<file path="src/rtl/mul3_seq_ctrl_if.sv">
// Operand/result handshake and external-adder hookup for the shift-and-add multiplier.
// master = operand source plus shared adder; slave = the sequencer.
interface mul3_seq_ctrl_if #(
    parameter int WIDTH = 3
);
    logic                 start;
    logic [WIDTH-1:0]     a;
    logic [WIDTH-1:0]     b;
    logic                 busy;
    logic                 done;
    logic [2*WIDTH-1:0]   product;
    logic [WIDTH-1:0]     add_a;
    logic [WIDTH-1:0]     add_b;
    logic [WIDTH-1:0]     add_sum;
    logic                 add_cout;

    modport master (
        output start, a, b, add_sum, add_cout,
        input  busy, done, product, add_a, add_b
    );

    modport slave (
        input  start, a, b, add_sum, add_cout,
        output busy, done, product, add_a, add_b
    );
endinterface

</file>
<file path="src/rtl/mul3_seq_ctrl.sv">
// Unsigned WIDTHxWIDTH shift-and-add multiplier sequencer driving one shared external WIDTH-bit adder.
// Latency: start accepted in IDLE -> done/product WIDTH+1 cycles later; start-to-start spacing WIDTH+2.
// Backpressure: none; start is ignored outside IDLE, so the source must hold or re-issue it.
module mul3_seq_ctrl #(
    parameter int WIDTH = 3
) (
    input  logic           clk,
    input  logic           rst,
    mul3_seq_ctrl_if.slave bus
);
    localparam int CW = (WIDTH > 1) ? $clog2(WIDTH) : 1;

    typedef enum logic [1:0] {
        IDLE = 2'd0,
        CALC = 2'd1,
        DONE = 2'd2
    } state_t;

    state_t               state;
    state_t               state_nxt;
    logic [WIDTH-1:0]     mcand;
    logic [WIDTH-1:0]     acc;
    logic [WIDTH-1:0]     mplr;
    logic [CW-1:0]        cnt;
    logic [2*WIDTH-1:0]   product_q;
    logic                 last_step;
    logic [2*WIDTH-1:0]   shifted;

    assign last_step = (cnt == CW'(WIDTH - 1));
    // Carry lands in acc MSB; the sum LSB shifts down into mplr MSB.
    assign shifted   = {bus.add_cout, bus.add_sum, mplr[WIDTH-1:1]};

    always_ff @(posedge clk) begin
        if (rst) begin
            state <= IDLE;
        end else begin
            state <= state_nxt;
        end
    end

    always_comb begin
        state_nxt = state;
        case (state)
            IDLE:    if (bus.start) state_nxt = CALC;
            CALC:    if (last_step) state_nxt = DONE;
            DONE:    state_nxt = IDLE;
            default: state_nxt = IDLE;
        endcase
    end

    always_comb begin
        bus.busy  = 1'b0;
        bus.done  = 1'b0;
        bus.add_a = '0;
        bus.add_b = '0;
        case (state)
            CALC: begin
                bus.busy  = 1'b1;
                bus.add_a = acc;
                bus.add_b = mplr[0] ? mcand : '0;
            end
            DONE:    bus.done = 1'b1;
            default: ;
        endcase
    end

    always_ff @(posedge clk) begin
        if (rst) begin
            mcand     <= '0;
            acc       <= '0;
            mplr      <= '0;
            cnt       <= '0;
            product_q <= '0;
        end else begin
            case (state)
                IDLE: begin
                    if (bus.start) begin
                        mcand <= bus.a;
                        mplr  <= bus.b;
                        acc   <= '0;
                        cnt   <= '0;
                    end
                end
                CALC: begin
                    {acc, mplr} <= shifted;
                    cnt         <= cnt + CW'(1);
                    if (last_step) begin
                        product_q <= shifted;
                    end
                end
                default: ;
            endcase
        end
    end

    assign bus.product = product_q;
endmodule

</file>
<file path="src/flat_wrapper.sv">
// flat-port wrapper written by rule: the top's interface ports become plain ports
module mul3_seq_ctrl_flat 
#(
    parameter int WIDTH = 3
)
  (clk, rst, bus_start, bus_a, bus_b, bus_add_sum, bus_add_cout, bus_busy, bus_done, bus_product, bus_add_a, bus_add_b);
  mul3_seq_ctrl_if #(.WIDTH(WIDTH)) bus_i ();
  input  logic clk;
  input  logic rst;
  input wire logic [$bits(bus_i.start)-1:0] bus_start;
  input wire logic [$bits(bus_i.a)-1:0] bus_a;
  input wire logic [$bits(bus_i.b)-1:0] bus_b;
  input wire logic [$bits(bus_i.add_sum)-1:0] bus_add_sum;
  input wire logic [$bits(bus_i.add_cout)-1:0] bus_add_cout;
  output wire logic [$bits(bus_i.busy)-1:0] bus_busy;
  output wire logic [$bits(bus_i.done)-1:0] bus_done;
  output wire logic [$bits(bus_i.product)-1:0] bus_product;
  output wire logic [$bits(bus_i.add_a)-1:0] bus_add_a;
  output wire logic [$bits(bus_i.add_b)-1:0] bus_add_b;
  assign bus_i.start = bus_start;
  assign bus_i.a = bus_a;
  assign bus_i.b = bus_b;
  assign bus_i.add_sum = bus_add_sum;
  assign bus_i.add_cout = bus_add_cout;
  assign bus_busy = bus_i.busy;
  assign bus_done = bus_i.done;
  assign bus_product = bus_i.product;
  assign bus_add_a = bus_i.add_a;
  assign bus_add_b = bus_i.add_b;
  mul3_seq_ctrl #(.WIDTH(WIDTH)) u_core (.clk(clk), .rst(rst), .bus(bus_i));
endmodule
</file>
<file path="config.mk">
export PLATFORM = sky130hd
export DESIGN_NAME = mul3_seq_ctrl_flat
export DESIGN_NICKNAME = d
export VERILOG_FILES = /design/src/rtl/mul3_seq_ctrl_if.sv /design/src/rtl/mul3_seq_ctrl.sv /design/src/flat_wrapper.sv
export SDC_FILE = /design/constraint.sdc
export NUM_CORES = 1
export LEC_CHECK = 0
export ABC_AREA = 1
export CORE_MARGIN = 2
export CORE_UTILIZATION = 35
export CTS_CLUSTER_DIAMETER = 100
export DETAILED_ROUTE_END_ITERATION = 8
export GPL_ROUTABILITY_DRIVEN = 0
export PLACE_DENSITY_LB_ADDON = 0.2
export SLEW_MARGIN = 20
export SYNTH_ARGS = -nofsm -noshare
export SYNTH_HDL_FRONTEND = slang
export SYNTH_SLANG_ARGS = --single-unit
export TNS_END_PERCENT = 5
</file>
<file path="constraint.sdc">
create_clock -name clk -period 2.7 [get_ports clk]
set_clock_uncertainty 0.05 [all_clocks]
set_input_delay 0.54 -clock clk [delete_from_list [all_inputs] [get_ports clk]]
set_output_delay 0.54 -clock clk [all_outputs]
set_load 0.03 [all_outputs]
</file>
==> results of run 1 <==
==> logic make-up after synthesis <==
| group | synth area share (%) |
|---|---|
| AO/OA/AOI/OAI | 6.76 |
| flip-flops | 45.6 |
| AND/OR/NAND/NOR | 37.8 |
| adder cells (fa/ha/maj) | 1.50 |
| buffers and inverters | 8.26 |
==> cell type report <==
class,instances,share of cell area [%]
multi-input cells,83,33.9
repair buffers,26,23.0
inverters,12,3.98
clock buffers,3,1.99
flip-flops and latches,19,33.6
clock inverters,1,0.442
well taps,28,3.09
==> flip-flops by register name, summed over array words and instances (netlist names) <==
signal,flops
u_core.bus.product,6
u_core.acc,3
u_core.mcand,3
u_core.mplr,3
u_core.cnt,2
u_core.state,2
==> synthesized netlist by cell type, drive strengths merged <==
cell type   n  area [um2]
dfxtp      19         380
ha          1        12.5
o21a        1        7.51
a21oi       4        20.0
nor2       25         118
o21ai       5        28.8
nand2      38         153
buf         3        23.8
nand3       9        45.0
inv        12        45.0
==> critical path, stage by stage, from the launching register on <==
cell and delay (ns):
dfxtp_1 0.36, inv_1 0.18, nand2_2 0.18, nor2_1 0.12
clkdlybuf4s50_1 0.68
==> per-layer routing <==
layer	track usage [%]	vias to the layer above	routed length, um
li1	-	412	-
met1	19.5	332	845
met2	25.8	21	875
met3	2.86	4	117
met4	8.97	0	31
met5	0	-	0
==> where the power goes <==
part           leakage (uW)  total, uW  switching, uW  internal, uW
sequential         0.000155        306           11.4           295
combinational      0.000334       90.0           50.6          39.4
clock             0.0000177        145           89.8          55.2
total              0.000507        541            152           389
==> cells in the final DEF (no fill, tap or decap), drive strengths merged, types with 3 or more instances in the layout <==
| cell type | count |
|---|---|
| nand3 | 9 |
| dfxtp | 19 |
| clkbuf | 3 |
| nor2 | 25 |
| clkdlybuf4s50 | 26 |
| o21ai | 5 |
| inv | 12 |
| nand2 | 38 |
| a21oi | 4 |
==> worst paths after layout <==
kind,start,end,slack (ns),depth (start not counted)
max,u_core.state[1],bus_add_a[1],0.29,4
min,u_core.acc[0],u_core.acc[0],0.41,2
max reg2reg,u_core.state[0],u_core.bus.product[5],1.42,6
min reg2reg,u_core.acc[0],u_core.acc[0],0.41,2
==> stage by stage <==
stage	instance area (um2)	hold slack [ns]	utilization (%)	setup slack, ns	power (uW)
6_report	1130	0.415	50.7	0.286	541
4_1_cts	1130	0.422	50.7	0.269	547
5_1_grt	1130	0.448	50.7	0.148	579
3_5_place_dp	1100	0.408	49.5	0.619	403
2_1_floorplan	833	0.383	-	1.08	368
3_3_place_gp	1100	0.398	49.5	0.651	400
==> impl_metrics.py, run 1 <==
metrics = {
    "clock_network": {
        "root_buffer": "clkbuf_4",
        "cts_tree": "built",
        "post-cts-setup-buffers": 0,
        "tritoncts.num_buffers": 3,
        "cts-resized-gates": 0,
        "clk_pin_slew_worst_paths_ns": 0.11,
        "cts.sinks": 19,
        "clock_latency_ns": 0.30,
        "ctsHtreeMaxLevel": 1,
        "hold_buffers": 0,
        "clock_path_buffers": 2,
    },
    "yosys": {
        "synth.distinct_cells": 18,
        "syn_avg_cell_area_um2": 7.12,
        "synthesis.area_um2": 833,
        "syn-num-nets": 131,
        "yosysSeqAreaShare_pct": 45.6,
        "ys_warn_count": 0,
        "ys_seq_elements": 19,
        "synth_cells": 117,
    },
    "timing": {
        "finalHoldViolCount": 0,
        "setup_violations": 0,
        "min_period_ns": 2.41,
        "max_slew_margin_pct": 68.2,
        "rsz0062_at_grt": "false",
        "max_freq_mhz": 414,
        "setup_tns_ns": 0,
        "timing.final.crit_share_pct": 89.4,
        "final_max_slew_viol_count": 0,
        "worst_slew_pin_slew_ns": 0.476,
    },
    "route": {
        "drc_errors": 0,
        "wire_per_inst_um": 10.9,
        "drt-initial-drc-count": 6,
        "dr.pass1.iters": 4,
        "finalWirelength_um": 1870,
        "viasPerCell": 4.47,
        "ant_nets": 0,
        "num_vias": 769,
    },
    "finish": {
        "nets": 159,
        "num_antenna_cells": 0,
        "multi_input_area_um2": 384,
        "layout-drive-gt1-share_pct": 6.94,
        "stdcell_count": 172,
        "seqCellArea_um2": 380,
        "fill_cells": 228,
        "syn2layout_area_growth_pct": 35.9,
    },
    "power": {
        "p_leak_uw": 0.000507,
        "ir_drop_uv": 393,
        "power.density_nw_per_um2": 478,
    },
    "floorplan": {
        "initial_core_util_pct": 37.3,
        "die_area_um2": 2790,
        "fp-row-count": 17,
        "floorplan.core_area_um2": 2230,
        "die_h_um": 52.8,
        "die_x_um": 52.8,
        "ioPinCount": 27,
    },
    "global_routing": {
        "grtUsageTotal_pct": 15.9,
        "grt_max_degree": 15,
        "grt_pass1_vias": 749,
        "antenna_found_initial": 0,
        "grt_first_pass_wirelength_um": 3150,
        "grt_overflow": 0,
    },
    "setup_path": {
        "end_kind": "output port",
        "worstSetupPathType": "reg -> out",
        "critPathLaunchType": "flop",
        "arrival_ns": 1.82,
        "cp_max_fo": 10,
        "required_ns": 2.11,
    },
    "job": {
        "drv_cap": 0,
    },
    "min_path": {
        "hold_class": "reg -> reg",
    },
    "place": {
        "port_buffers": 26,
        "place_inst": 168,
        "hpwlAfterDp_um": 1360,
    },
    "outcome": {
        "status": "finished, final reports clean",
    },
}
Note: power is estimated with default switching activity, not from simulation.
==> inputs of run 2 (changes only) <==
--- a/config.mk
+++ b/config.mk
@@ -11,7 +11,9 @@
 export CTS_CLUSTER_DIAMETER = 100
 export DETAILED_ROUTE_END_ITERATION = 8
 export GPL_ROUTABILITY_DRIVEN = 0
+export GPL_TIMING_DRIVEN = 1
 export PLACE_DENSITY_LB_ADDON = 0.2
+export RECOVER_POWER = 50
 export SLEW_MARGIN = 20
 export SYNTH_ARGS = -nofsm -noshare
 export SYNTH_HDL_FRONTEND = slang
==> run 2 against run 1 <==
Clock power barely moved. Setup slack improved by 0.023 ns. Critical endpoint unchanged. Highest routed layer unchanged. Cell area fell by 0.33%.
==> impl_metrics.py, run 2 (synthesis results as in run 1) <==
metrics = {
    "clock_network": {
        "tritoncts.num_buffers": 3,
        "clock_latency_ns": 0.30,
        "clk_pin_slew_worst_paths_ns": 0.11,
        "root_buffer": "clkbuf_4",
        "clock_path_buffers": 2,
        "cts.sinks": 19,
        "post-cts-setup-buffers": 0,
        "cts_tree": "built",
        "cts-resized-gates": 0,
        "hold_buffers": 0,
        "ctsHtreeMaxLevel": 1,
    },
    "global_routing": {
        "grt_pass1_vias": 749,
        "grt_overflow": 0,
        "grt_first_pass_wirelength_um": 3150,
        "antenna_found_initial": 0,
        "grt_max_degree": 15,
        "grtUsageTotal_pct": 15.9,
    },
    "place": {
        "port_buffers": 26,
        "hpwlAfterDp_um": 1360,
    },
    "timing": {
        "min_period_ns": 2.39,
        "worst_slew_pin_slew_ns": 1.21,
        "final_max_slew_viol_count": 0,
        "rsz0062_at_grt": "false",
        "max_slew_margin_pct": 18.8,
        "finalHoldViolCount": 0,
        "hold_ws_ns": 0.415,
        "setup_violations": 0,
        "timing.final.crit_share_pct": 88.5,
        "max_freq_mhz": 418,
        "setup_tns_ns": 0,
    },
    "setup_path": {
        "reg2reg_depth": 4,
        "required_ns": 2.11,
        "end_kind": "output port",
        "slowest_delay_ns": 0.68,
        "critical_path.cell_chain": "inv_1 -> nand2_2 -> nor2_1 -> clkdlybuf4s50_1",
        "worst-path-buf-inv": 2,
        "cp_max_fo": 10,
        "critPathTopFamily": "buffers and inverters",
        "r2r-start": "u_core.state[0]",
        "regToRegSetupSlack_ns": 0.89,
        "critPathLaunchType": "flop",
        "arrival_ns": 1.80,
        "r2r-end": "u_core.mplr[1]",
        "worstSetupPathType": "reg -> out",
        "slowest_stage": "clkdlybuf4s50_1",
    },
    "floorplan": {
        "initial_core_util_pct": 37.3,
        "die_h_um": 52.8,
        "die_x_um": 52.8,
        "floorplan.core_area_um2": 2230,
        "fp-row-count": 17,
        "ioPinCount": 27,
        "die_area_um2": 2790,
    },
    "route": {
        "drt-initial-drc-count": 8,
        "dr.pass1.iters": 4,
        "ant_nets": 0,
        "finalWirelength_um": 1880,
        "wire_per_inst_um": 10.9,
        "drc_errors": 0,
        "viasPerCell": 4.57,
        "num_vias": 786,
    },
    "finish": {
        "final_cell_mix": "nand2_1, clkdlybuf4s50_1, nor2_1, dfxtp_1, inv_1",
        "nets": 159,
        "largest_reg_flops": 6,
        "final_common_cell": "nand2_1",
        "syn2layout_area_growth_pct": 35.4,
        "layout-drive-gt1-share_pct": 6.25,
        "num_antenna_cells": 0,
        "fill_cells": 230,
    },
    "power": {
        "ir_drop_uv": 397,
        "design_power_total_uw": 541,
        "power.density_nw_per_um2": 479,
        "p_leak_uw": 0.000506,
    },
    "min_path": {
        "hold_class": "reg -> reg",
        "min_path_cells": 2,
        "holdPathEnd": "u_core.acc[0]",
        "hold_path.startpoint": "u_core.acc[0]",
    },
    "outcome": {
        "status": "finished, final reports clean",
    },
    "job": {
        "drv_cap": 0,
    },
}
==> run 2: cell count changes in the layout (fill, tap and decap cells not counted), sizes merged <==
cell | previous run | this run
clkdlybuf4s50 | 26 | 24
dlygate4sd3 | 0 | 2
==> run 2: worst reg2reg max path, cell delays in order (launching register included) <==
cell     delay, ns
dfxtp_1       0.40
o21ai_0       0.97
nand2_1       0.10
nand2_1       0.12
nor2_1        0.07
==> run 2: cell type report <==
type / instances / area (um2) / area share [%]
inverters: 12 / 45.0 / 3.99
clock buffers: 3 / 22.5 / 2.00
flip-flops and latches: 19 / 380 / 33.7
repair buffers: 26 / 260 / 23.1
well taps: 28 / 35.0 / 3.10
multi-input cells: 83 / 380 / 33.7
clock inverters: 1 / 5.00 / 0.443
==> run 2: per-stage QoR <==
step | area, um2 | setup WS [ns] | instances | utilization (%)
global placement | 1100 | 0.651 | 168 | 49.5
global route | 1130 | 0.175 | 172 | 50.5
CTS | 1130 | 0.269 | 172 | 50.7
finish | 1130 | 0.309 | 172 | 50.5
floorplan | 833 | 1.08 | 117 | -
detailed placement | 1100 | 0.619 | 168 | 49.5
==> run 2: report_power, final <==
part | leakage, uW | switching (uW) | internal (uW) | total [uW]
Sequential | 0.000155 | 11.1 | 295 | 306
Combinational | 0.000333 | 50.5 | 38.5 | 89.0
Clock | 0.0000177 | 90.9 | 55.2 | 146
Total | 0.000506 | 153 | 389 | 541
==> run 2: layer usage <==
metal  track usage [%]  up-vias  part of all wire [%]
met5                 0        -                     0
met4              8.97        0                   1.9
met3              2.86        6                   6.8
met2              25.8       29                    46
met1              19.5      338                    45
li1                  -      413                     -
==> run 2: worst max path at each step <==
stage / startpoint / to / depth (start not counted)
6_report: u_core.state[1] / bus_add_a[1] / 4
3_5_place_dp: u_core.state[1] / bus_add_a[2] / 4
2_1_floorplan: u_core.state[1] / bus_add_a[0] / 3
4_1_cts: u_core.state[1] / bus_add_a[1] / 4
5_1_grt: u_core.state[1] / bus_add_a[1] / 4
3_3_place_gp: u_core.state[0] / bus_add_a[1] / 3
==> inputs of run 3 (changes only) <==
--- a/config.mk
+++ b/config.mk
@@ -12,6 +12,7 @@
 export DETAILED_ROUTE_END_ITERATION = 8
 export GPL_ROUTABILITY_DRIVEN = 0
 export GPL_TIMING_DRIVEN = 1
+export HOLD_SLACK_MARGIN = 0.02
 export PLACE_DENSITY_LB_ADDON = 0.2
 export RECOVER_POWER = 50
 export SLEW_MARGIN = 20
==> results of run 3 <==
The final DEF is identical to that of run 2; final timing and power are the same.
